==> src/rtl/count_seq_monitor_pkg.sv <==
// Shared types and default widths for the count sequence monitor.
// Illegal state encoding 2'd3 is folded back onto SYNC by decode_state.
package count_seq_monitor_pkg;

    localparam int CNT_W_DFLT  = 4;
    localparam int ROLL_W_DFLT = 8;
    localparam int ERR_W_DFLT  = 8;

    typedef enum logic [1:0] {
        ST_SYNC  = 2'd0,
        ST_TRACK = 2'd1,
        ST_FAULT = 2'd2,
        ST_ILL   = 2'd3
    } state_e;

    function automatic state_e decode_state(input state_e s);
        return (s == ST_ILL) ? ST_SYNC : s;
    endfunction

endpackage

==> src/rtl/count_seq_monitor_sat_counter.sv <==
// Saturating up-counter with synchronous clear; an increment on the
// clear edge leaves the count at one.
module count_seq_monitor_sat_counter #(
    parameter int W = 8
) (
    input  logic         clk_i,
    input  logic         rst_ni,
    input  logic         inc_i,
    input  logic         clr_i,
    output logic [W-1:0] count_o
);

    logic [W-1:0] cnt_q;
    logic [W-1:0] cnt_d;

    always_comb begin
        cnt_d = cnt_q;
        if (clr_i) begin
            cnt_d = {{(W-1){1'b0}}, inc_i};
        end else if (inc_i && (cnt_q != '1)) begin
            cnt_d = cnt_q + 1'b1;
        end
    end

    always_ff @(posedge clk_i or negedge rst_ni) begin
        if (!rst_ni) begin
            cnt_q <= '0;
        end else begin
            cnt_q <= cnt_d;
        end
    end

    assign count_o = cnt_q;

endmodule

==> src/rtl/count_seq_monitor.sv <==
// Checks that an upstream counter steps by +1 every clock, counts wraps.
// Define COUNT_SEQ_MON_ALLOW_HOLD_EN to accept a stalled (held) count.
module count_seq_monitor
    import count_seq_monitor_pkg::*;
#(
    parameter int CNT_W  = CNT_W_DFLT,
    parameter int ROLL_W = ROLL_W_DFLT,
    parameter int ERR_W  = ERR_W_DFLT
) (
    input  logic              clk,
    input  logic              reset,
    input  logic [CNT_W-1:0]  q,
    input  logic              cnt_reset,
    input  logic              clr_err,
    output logic              wrap_pulse,
    output logic [ROLL_W-1:0] wrap_count,
    output logic              seq_err,
    output logic [ERR_W-1:0]  err_count,
    output logic              in_sync,
    output logic [1:0]        state
);

    localparam logic [CNT_W-1:0] CNT_MAX = '1;

    state_e             state_q, state_d, cur;
    logic [CNT_W-1:0]   q_prev_q, q_prev_d, expv;
    logic [1:0]         good_run_q, good_run_d;
    logic               wrap_pulse_q, wrap_pulse_d;
    logic [ROLL_W-1:0]  wrap_count_q, wrap_count_d;
    logic               seq_err_q, seq_err_d;
    logic               in_sync_q;
    logic               match, hold_ok, err_inc, clr;

    assign expv  = q_prev_q + 1'b1;
    assign match = (q == expv);
    assign cur   = decode_state(state_q);

`ifdef COUNT_SEQ_MON_ALLOW_HOLD_EN
    assign hold_ok = (q == q_prev_q);
`else
    assign hold_ok = 1'b0;
`endif

    always_comb begin
        state_d      = state_q;
        q_prev_d     = q_prev_q;
        good_run_d   = good_run_q;
        wrap_pulse_d = 1'b0;
        wrap_count_d = wrap_count_q;
        err_inc      = 1'b0;
        if (cnt_reset) begin
            state_d      = ST_SYNC;
            wrap_count_d = '0;
        end else begin
            case (cur)
                ST_TRACK: begin
                    if (match) begin
                        q_prev_d = q;
                        if (q_prev_q == CNT_MAX) begin
                            wrap_pulse_d = 1'b1;
                            wrap_count_d = wrap_count_q + 1'b1;
                        end
                    end else if (!hold_ok) begin
                        err_inc    = 1'b1;
                        q_prev_d   = q;
                        good_run_d = '0;
                        state_d    = ST_FAULT;
                    end
                end
                ST_FAULT: begin
                    // Wraps seen while recovering are deliberately not counted.
                    if (match) begin
                        q_prev_d   = q;
                        good_run_d = good_run_q + 1'b1;
                        if (good_run_d == 2'd2) begin
                            state_d = ST_TRACK;
                        end
                    end else if (!hold_ok) begin
                        err_inc    = 1'b1;
                        q_prev_d   = q;
                        good_run_d = '0;
                    end
                end
                default: begin
                    q_prev_d = q;
                    state_d  = ST_TRACK;
                end
            endcase
        end
    end

    assign clr = clr_err && !cnt_reset;

    always_comb begin
        seq_err_d = seq_err_q;
        if (err_inc) begin
            seq_err_d = 1'b1;
        end else if (clr) begin
            seq_err_d = 1'b0;
        end
    end

    always_ff @(posedge clk or negedge reset) begin
        if (!reset) begin
            state_q      <= ST_SYNC;
            q_prev_q     <= '0;
            good_run_q   <= '0;
            wrap_pulse_q <= 1'b0;
            wrap_count_q <= '0;
            seq_err_q    <= 1'b0;
            in_sync_q    <= 1'b0;
        end else begin
            state_q      <= state_d;
            q_prev_q     <= q_prev_d;
            good_run_q   <= good_run_d;
            wrap_pulse_q <= wrap_pulse_d;
            wrap_count_q <= wrap_count_d;
            seq_err_q    <= seq_err_d;
            in_sync_q    <= (state_d == ST_TRACK);
        end
    end

    count_seq_monitor_sat_counter #(
        .W(ERR_W)
    ) u_err_cnt (
        .clk_i   (clk),
        .rst_ni  (reset),
        .inc_i   (err_inc),
        .clr_i   (clr),
        .count_o (err_count)
    );

    assign wrap_pulse = wrap_pulse_q;
    assign wrap_count = wrap_count_q;
    assign seq_err    = seq_err_q;
    assign in_sync    = in_sync_q;
    assign state      = state_q;

endmodule

==> config.mk <==
export PLATFORM = sky130hd
export DESIGN_NAME = count_seq_monitor
export DESIGN_NICKNAME = d
export VERILOG_FILES = /design/src/rtl/count_seq_monitor_pkg.sv /design/src/rtl/count_seq_monitor_sat_counter.sv /design/src/rtl/count_seq_monitor.sv
export SDC_FILE = /design/constraint.sdc
export NUM_CORES = 1
export LEC_CHECK = 0
export BUFFER_PORTS_ARGS = -buffer_cell sky130_fd_sc_hd__buf_2
export CAP_MARGIN = 20
export CORE_MARGIN = 2
export CORE_UTILIZATION = 25
export DETAILED_ROUTE_END_ITERATION = 7
export PLACE_DENSITY_LB_ADDON = 0.1
export SLEW_MARGIN = 25
export SYNTH_ARGS = -nofsm -noshare
export SYNTH_HDL_FRONTEND = slang
export SYNTH_SLANG_ARGS = --single-unit
==> constraint.sdc <==
create_clock -name clk -period 2.88 [get_ports clk]
set_input_delay 0.288 -clock clk [delete_from_list [all_inputs] [get_ports clk]]
set_output_delay 0.288 -clock clk [all_outputs]
set_load 0.005 [all_outputs]
# After elaboration in Yosys (flattened, before gate mapping)

Index checks and enable logic that the tools add are counted.

Flip-flop bits (word level): 27
Input port bits: 8
Output and inout port bits: 21
Logic and storage cells: 58

Add/subtract/negate cells: 4
Equality and inequality tests: 9
Mux-type cells: 24
Bitwise logic cells: 1
Reductions and logical operators: 12

Operators with widths:

| operator              | count |
|---|---|
| $mux W8               | 6 |
| $add A8 B1 Y8 const B | 2 |
| $mux W2               | 7 |
| $reduce_bool A2 Y1    | 6 |
| $mux W1               | 9 |
| $ne A8 B8 Y1 const B  | 1 |
| $pmux W2 S2           | 2 |
| $eq A2 B2 Y1 const B  | 3 |
| $reduce_and A3 Y1     | 2 |
| $add A4 B1 Y4 const B | 1 |
| $eq A2 B1 Y1 const B  | 2 |
| $eq A4 B4 Y1          | 1 |
| $eq A4 B4 Y1 const B  | 1 |
| $add A2 B1 Y2 const B | 1 |
| $logic_and A1 B1 Y1   | 2 |
| $ne A2 B2 Y1 const B  | 1 |
| $reduce_or A2 Y1      | 1 |
| $logic_not A1 Y1      | 1 |
| $not A1 Y1            | 1 |

# Logic depth before layout (Yosys ltp)

Depth after elaboration: 9
Mapped depth: 7
Depth with buffers taken out: 7

# Cells and area by module

A second synthesis with hierarchy kept.

Cell total of the unflattened synthesis: 151
Area total of the unflattened synthesis: 1,546.5 um2

By module, submodules not included:

| module                        | times used | cells an instance | area an instance (um2) |
|---|---|---|---|
| count_seq_monitor             | 1          | 104               | 1,073.5 |
| count_seq_monitor_sat_counter | 1          | 47                | 473.0 |

# Least setup slack after synthesis

Ideal clock, no wire load.

Path type: reg-to-reg
Start: reg q_prev_q[0]
End: reg wrap_count_q[6], in the netlist wrap_count[6]
Library setup time: 0.078 ns
Arrival time: 1.936 ns
Data required time: 2.802 ns
Setup slack: 0.866 ns
Cell stages (with the launch flop): 8
Path through: dfrtp_1 > ha_1 > xnor2_1 > nand2_1 > or3_4 > buf_6 > or3_1 > a21oi_1

Cells in the longest elaborated chain, start to end: 4

Ends and longest elaborated chain:

| element                              | RTL line                 | source |
|---|---|---|
| start, declared                      | count_seq_monitor.sv:26  | `logic [CNT_W-1:0] q_prev_q, q_prev_d, expv;` |
| start signal, assigned               | count_seq_monitor.sv:114 | `q_prev_q <= q_prev_d;` |
| $add A4 B1 Y4                        | count_seq_monitor.sv:34  | `assign expv = q_prev_q + 1'b1;` |
| $eq A4 B4 Y1                         | count_seq_monitor.sv:35  | `assign match = (q == expv);` |
| $reduce_bool A2 Y1 (no source line)  | -                        |  |
| $reduce_and A3 Y1 (no source line) * | -                        |  |
| end signal, assigned                 | count_seq_monitor.sv:117 | `wrap_count_q <= wrap_count_d;` |
| end, declared                        | count_seq_monitor.sv:29  | `logic [ROLL_W-1:0] wrap_count_q, wrap_count_d;` |

Every way passes the cells marked *; elsewhere a longest branch is shown, timed or not.
A chain may end at the register's enable or synchronous reset.

# Worst setup path in the final report

Start: reg state_q[0], in the netlist state[0]
End: reg u_err_cnt.cnt_q[7], in the netlist u_err_cnt.count_o[7]

Cells in the longest elaborated chain, start to end: 8

Ends and longest elaborated chain:

| element                                             | RTL line                            | source |
|---|---|---|
| start, declared                                     | count_seq_monitor.sv:25             | `state_e state_q, state_d, cur;` |
| start signal, assigned                              | count_seq_monitor.sv:113            | `state_q <= state_d;` |
| $eq A2 B2 Y1                                        | count_seq_monitor_pkg.sv:17         | `return (s == ST_ILL) ? ST_SYNC : s;` |
| $mux W2 *                                           | count_seq_monitor_pkg.sv:17         |  |
| $eq A2 B2 Y1 / $eq A2 B1 Y1 (equally long branches) | count_seq_monitor.sv:55             | `case (cur)` |
| $reduce_or A2 Y1 (no source line) *                 | -                                   |  |
| $mux W1 *                                           | -                                   |  |
| $mux W1 *                                           | count_seq_monitor.sv:51             | `if (cnt_reset) begin` |
| $logic_and A1 B1 Y1 *                               | count_seq_monitor_sat_counter.sv:20 | `end else if (inc_i && (cnt_q != '1)) begin` |
| $reduce_bool A2 Y1 (no source line) *               | -                                   |  |
| end signal, assigned                                | count_seq_monitor_sat_counter.sv:29 | `cnt_q <= cnt_d;` |
| end, declared                                       | count_seq_monitor_sat_counter.sv:13 | `logic [W-1:0] cnt_q;` |

Marked as above.

==> impl_metrics.tcl <==
set metrics [dict create \
    status "complete, no violations" \
    syn2layout_area_growth_pct 17.3 \
    port_buffers 28 \
    route.met2.wl_microns 1460 \
    antenna_found_initial 0 \
    die-area_sq_um 6440 \
    setup_ws_ns 0.681 \
    ys.flop_type "dfrtp_1" \
    via_per_inst 4.81 \
    p_leak_uw 0.000770 \
    die_x_microns 80.3 \
    vias 1187 \
    fp-row-count 27 \
    cpPeakStageDelay_ns 0.56 \
    routed-wl-met3_microns 151 \
    clockBufferDepth 2 \
    maxSlewViolCount 0 \
    finalWirelength_microns 3250 \
    finClkSkew_ns 0.00546 \
    die_y_microns 80.3 \
    syn_area_sq_um 1450 \
    place_worst_setup_slack_ns 0.708 \
    fillers 592 \
    finalNetCount 190 \
    multi_input_area_sq_um 724 \
    drc_errors 0 \
    layout_commonest_cell "buf_2" \
    worstPathMaxFanout 11 \
    whs_ns 0.0256 \
    holdBufCountCts 0 \
    track_usage 0.105 \
    cts_setup_buffers 0 \
    root_buffer "clkbuf_8" \
    wl_met1_microns 1620 \
    setup_viol 0 \
    grt_pass1_vias 1111 \
    clk_pin_slew_ns 0.10 \
    critPathSlowestCell "or4_1" \
    wire_per_inst_microns 13.2 \
    tritoncts "built" \
    cp-start-kind "flop" \
    finalHoldViolCount 0 \
    highest_layer "met4" \
    crit_chain "inv_1, ha_1, nor2_1, o21ai_1, or4_1, a21oi_1" \
    tightest_slew_ns 0.683 \
    grt_max_degree 28 \
    antenna_cells 0 \
    synth.net_count 161 \
    h-tree-depth 1 \
    gp_congestion 0.792 \
    setup-tns-final_ns 0 \
    finalCritPeriodShare 0.763 \
    required_ns 3.08 \
    cts-buffers-inserted 3 \
    clkLatencyLatePin_ns 0.27 \
    seqCellArea_sq_um 676 \
    postSynthAreaPerCell_sq_um 9.89 \
    drt-initial-drc-count 48 \
    antenna_left 0 \
    grt_pass1_wl_microns 5350 \
    core_sq_um 5570 \
    crit_type "flop to flop" \
    yosysWarnings 0 \
    clock_power_share 0.280 \
    overflow 0 \
    ys_types 41 \
    ir_drop_uv 195 \
    dr.pass1.iters 4 \
    ys_async_sr_fraction 1.00 \
    clock_sinks 27 \
    p_int_uw 567 \
    final_cell_mix "buf_2, dfrtp_1, a21oi_1, nand2_1, o21ai_0" \
    reg2reg_from "state[0]" \
    cellPowerDensity_nw_per_um2 467 \
    synth_edf_count 0 \
    seq_area_frac_synth 0.465 \
    start_util 0.261 \
    hpwl_microns 2430 \
    maxCapViolCount 0 \
    arrival_ns 2.40 \
    final_util 0.306 \
    share_seq_of_total_power 0.541 \
    p_sw_uw 229 \
    min_period_ns 2.20 \
    syn-instance-count 147 \
    min_path_type "input pin to asynchronous set/reset pin" \
    relSlewSlack 0.533 \
    max_freq_mhz 455 \
    drive_gt1_frac 0.223 \
    cts_resized 0 \
    p_sw_frac 0.288 \
    pwr-share-comb 0.179 \
    grt_setup_unrepaired "no" \
    crit_path_end_kind "flop" \
    synth_seq_cells 27 \
    startpoint "state[0]" \
    pin_count 29 \
]
[metrics by stage]
stage / power [uW] / instance area (sq um) / std cells
floorplan: 527 / 1450 / 147
global placement: 582 / 1660 / 243
detailed placement: 585 / 1660 / 243
CTS: 812 / 1710 / 247
global route: 852 / 1710 / 247
finish: 796 / 1710 / 247
[sequential cells by signal, summed over array words and instances, names as in the netlist]
register           flops
u_err_cnt.count_o      8
wrap_count             8
q_prev_q               4
good_run_q             2
state                  2
in_sync                1
seq_err                1
wrap_pulse             1
[cells in the mapped netlist (2+ instances only)]
cell,number,share of area
clkbuf_1,2,0.0052
nor2b_1,2,0.0086
nand2_1,10,0.026
or4_1,2,0.010
o21ai_0,10,0.034
and3_1,2,0.0086
dfrtp_1,27,0.46
o211ai_1,2,0.010
mux2_2,4,0.031
and4_1,2,0.012
inv_1,8,0.021
mux2i_1,2,0.014
xor2_1,2,0.012
nand3_1,8,0.028
or3_1,7,0.030
nor2_1,8,0.021
o31ai_1,2,0.010
a21oi_1,14,0.048
nand4_1,3,0.013
xnor2_1,4,0.024
ha_1,6,0.052
[per-layer routing]
metal,vias to the layer above,track usage
met2,19,0.163
met1,573,0.150
li1,593,-
met5,-,0
met4,0,0.0305
met3,2,0.0180
[cell families (layout without fill, tap and decap cells)]
kind of cell / after synthesis / count (layout) / share of synthesized area
AOI/OAI and AO/OA: 36 / 36 / 0.147
xor gates and xnor gates: 7 / 7 / 0.0516
buffers and inverters: 12 / 40 / 0.0370
DFF: 27 / 27 / 0.465
and+or+nand+nor: 53 / 53 / 0.203
adders and majority gates: 6 / 6 / 0.0516
muxes: 6 / 6 / 0.0447
[worst max-delay path: cells and delay by family (launching register included)]
family                     cells  cell delay, ns
and+or+nand+nor                2            0.85
adders and majority gates      1            0.32
AOI/OAI and AO/OA              2            0.46
buffers and inverters          1            0.07
DFF                            1            0.43
[path summary, 6_finish.rpt]
path / endpoint / slack (ns) / cells past startpoint
setup / recovery: u_err_cnt.count_o[7] / 0.68 / 6
hold / removal: u_err_cnt.count_o[3] / 0.03 / 1
setup reg to reg: u_err_cnt.count_o[7] / 0.68 / 6
hold reg to reg: seq_err / 0.48 / 2
max in group asynchronous: wrap_count[7] / 2.44 / 1
min in group clk: q_prev_q[0] / 0.27 / 2
[area by class of cell]
class                   count  area share
clock buffers               4      0.0264
inverters                   8      0.0176
multi-input cells         108       0.425
flip-flops and latches     27       0.396
well taps                  72      0.0528
repair buffers             28      0.0822
[power by group through the flow]
stage	logic (uW)	registers (uW)	clock network [uW]
2_1_floorplan	91.3	436	0
3_3_place_gp	144	438	0
3_5_place_dp	146	439	0
4_1_cts	147	431	233
5_1_grt	161	438	253
6_report	143	431	223
(Power assumes the default switching activity.)
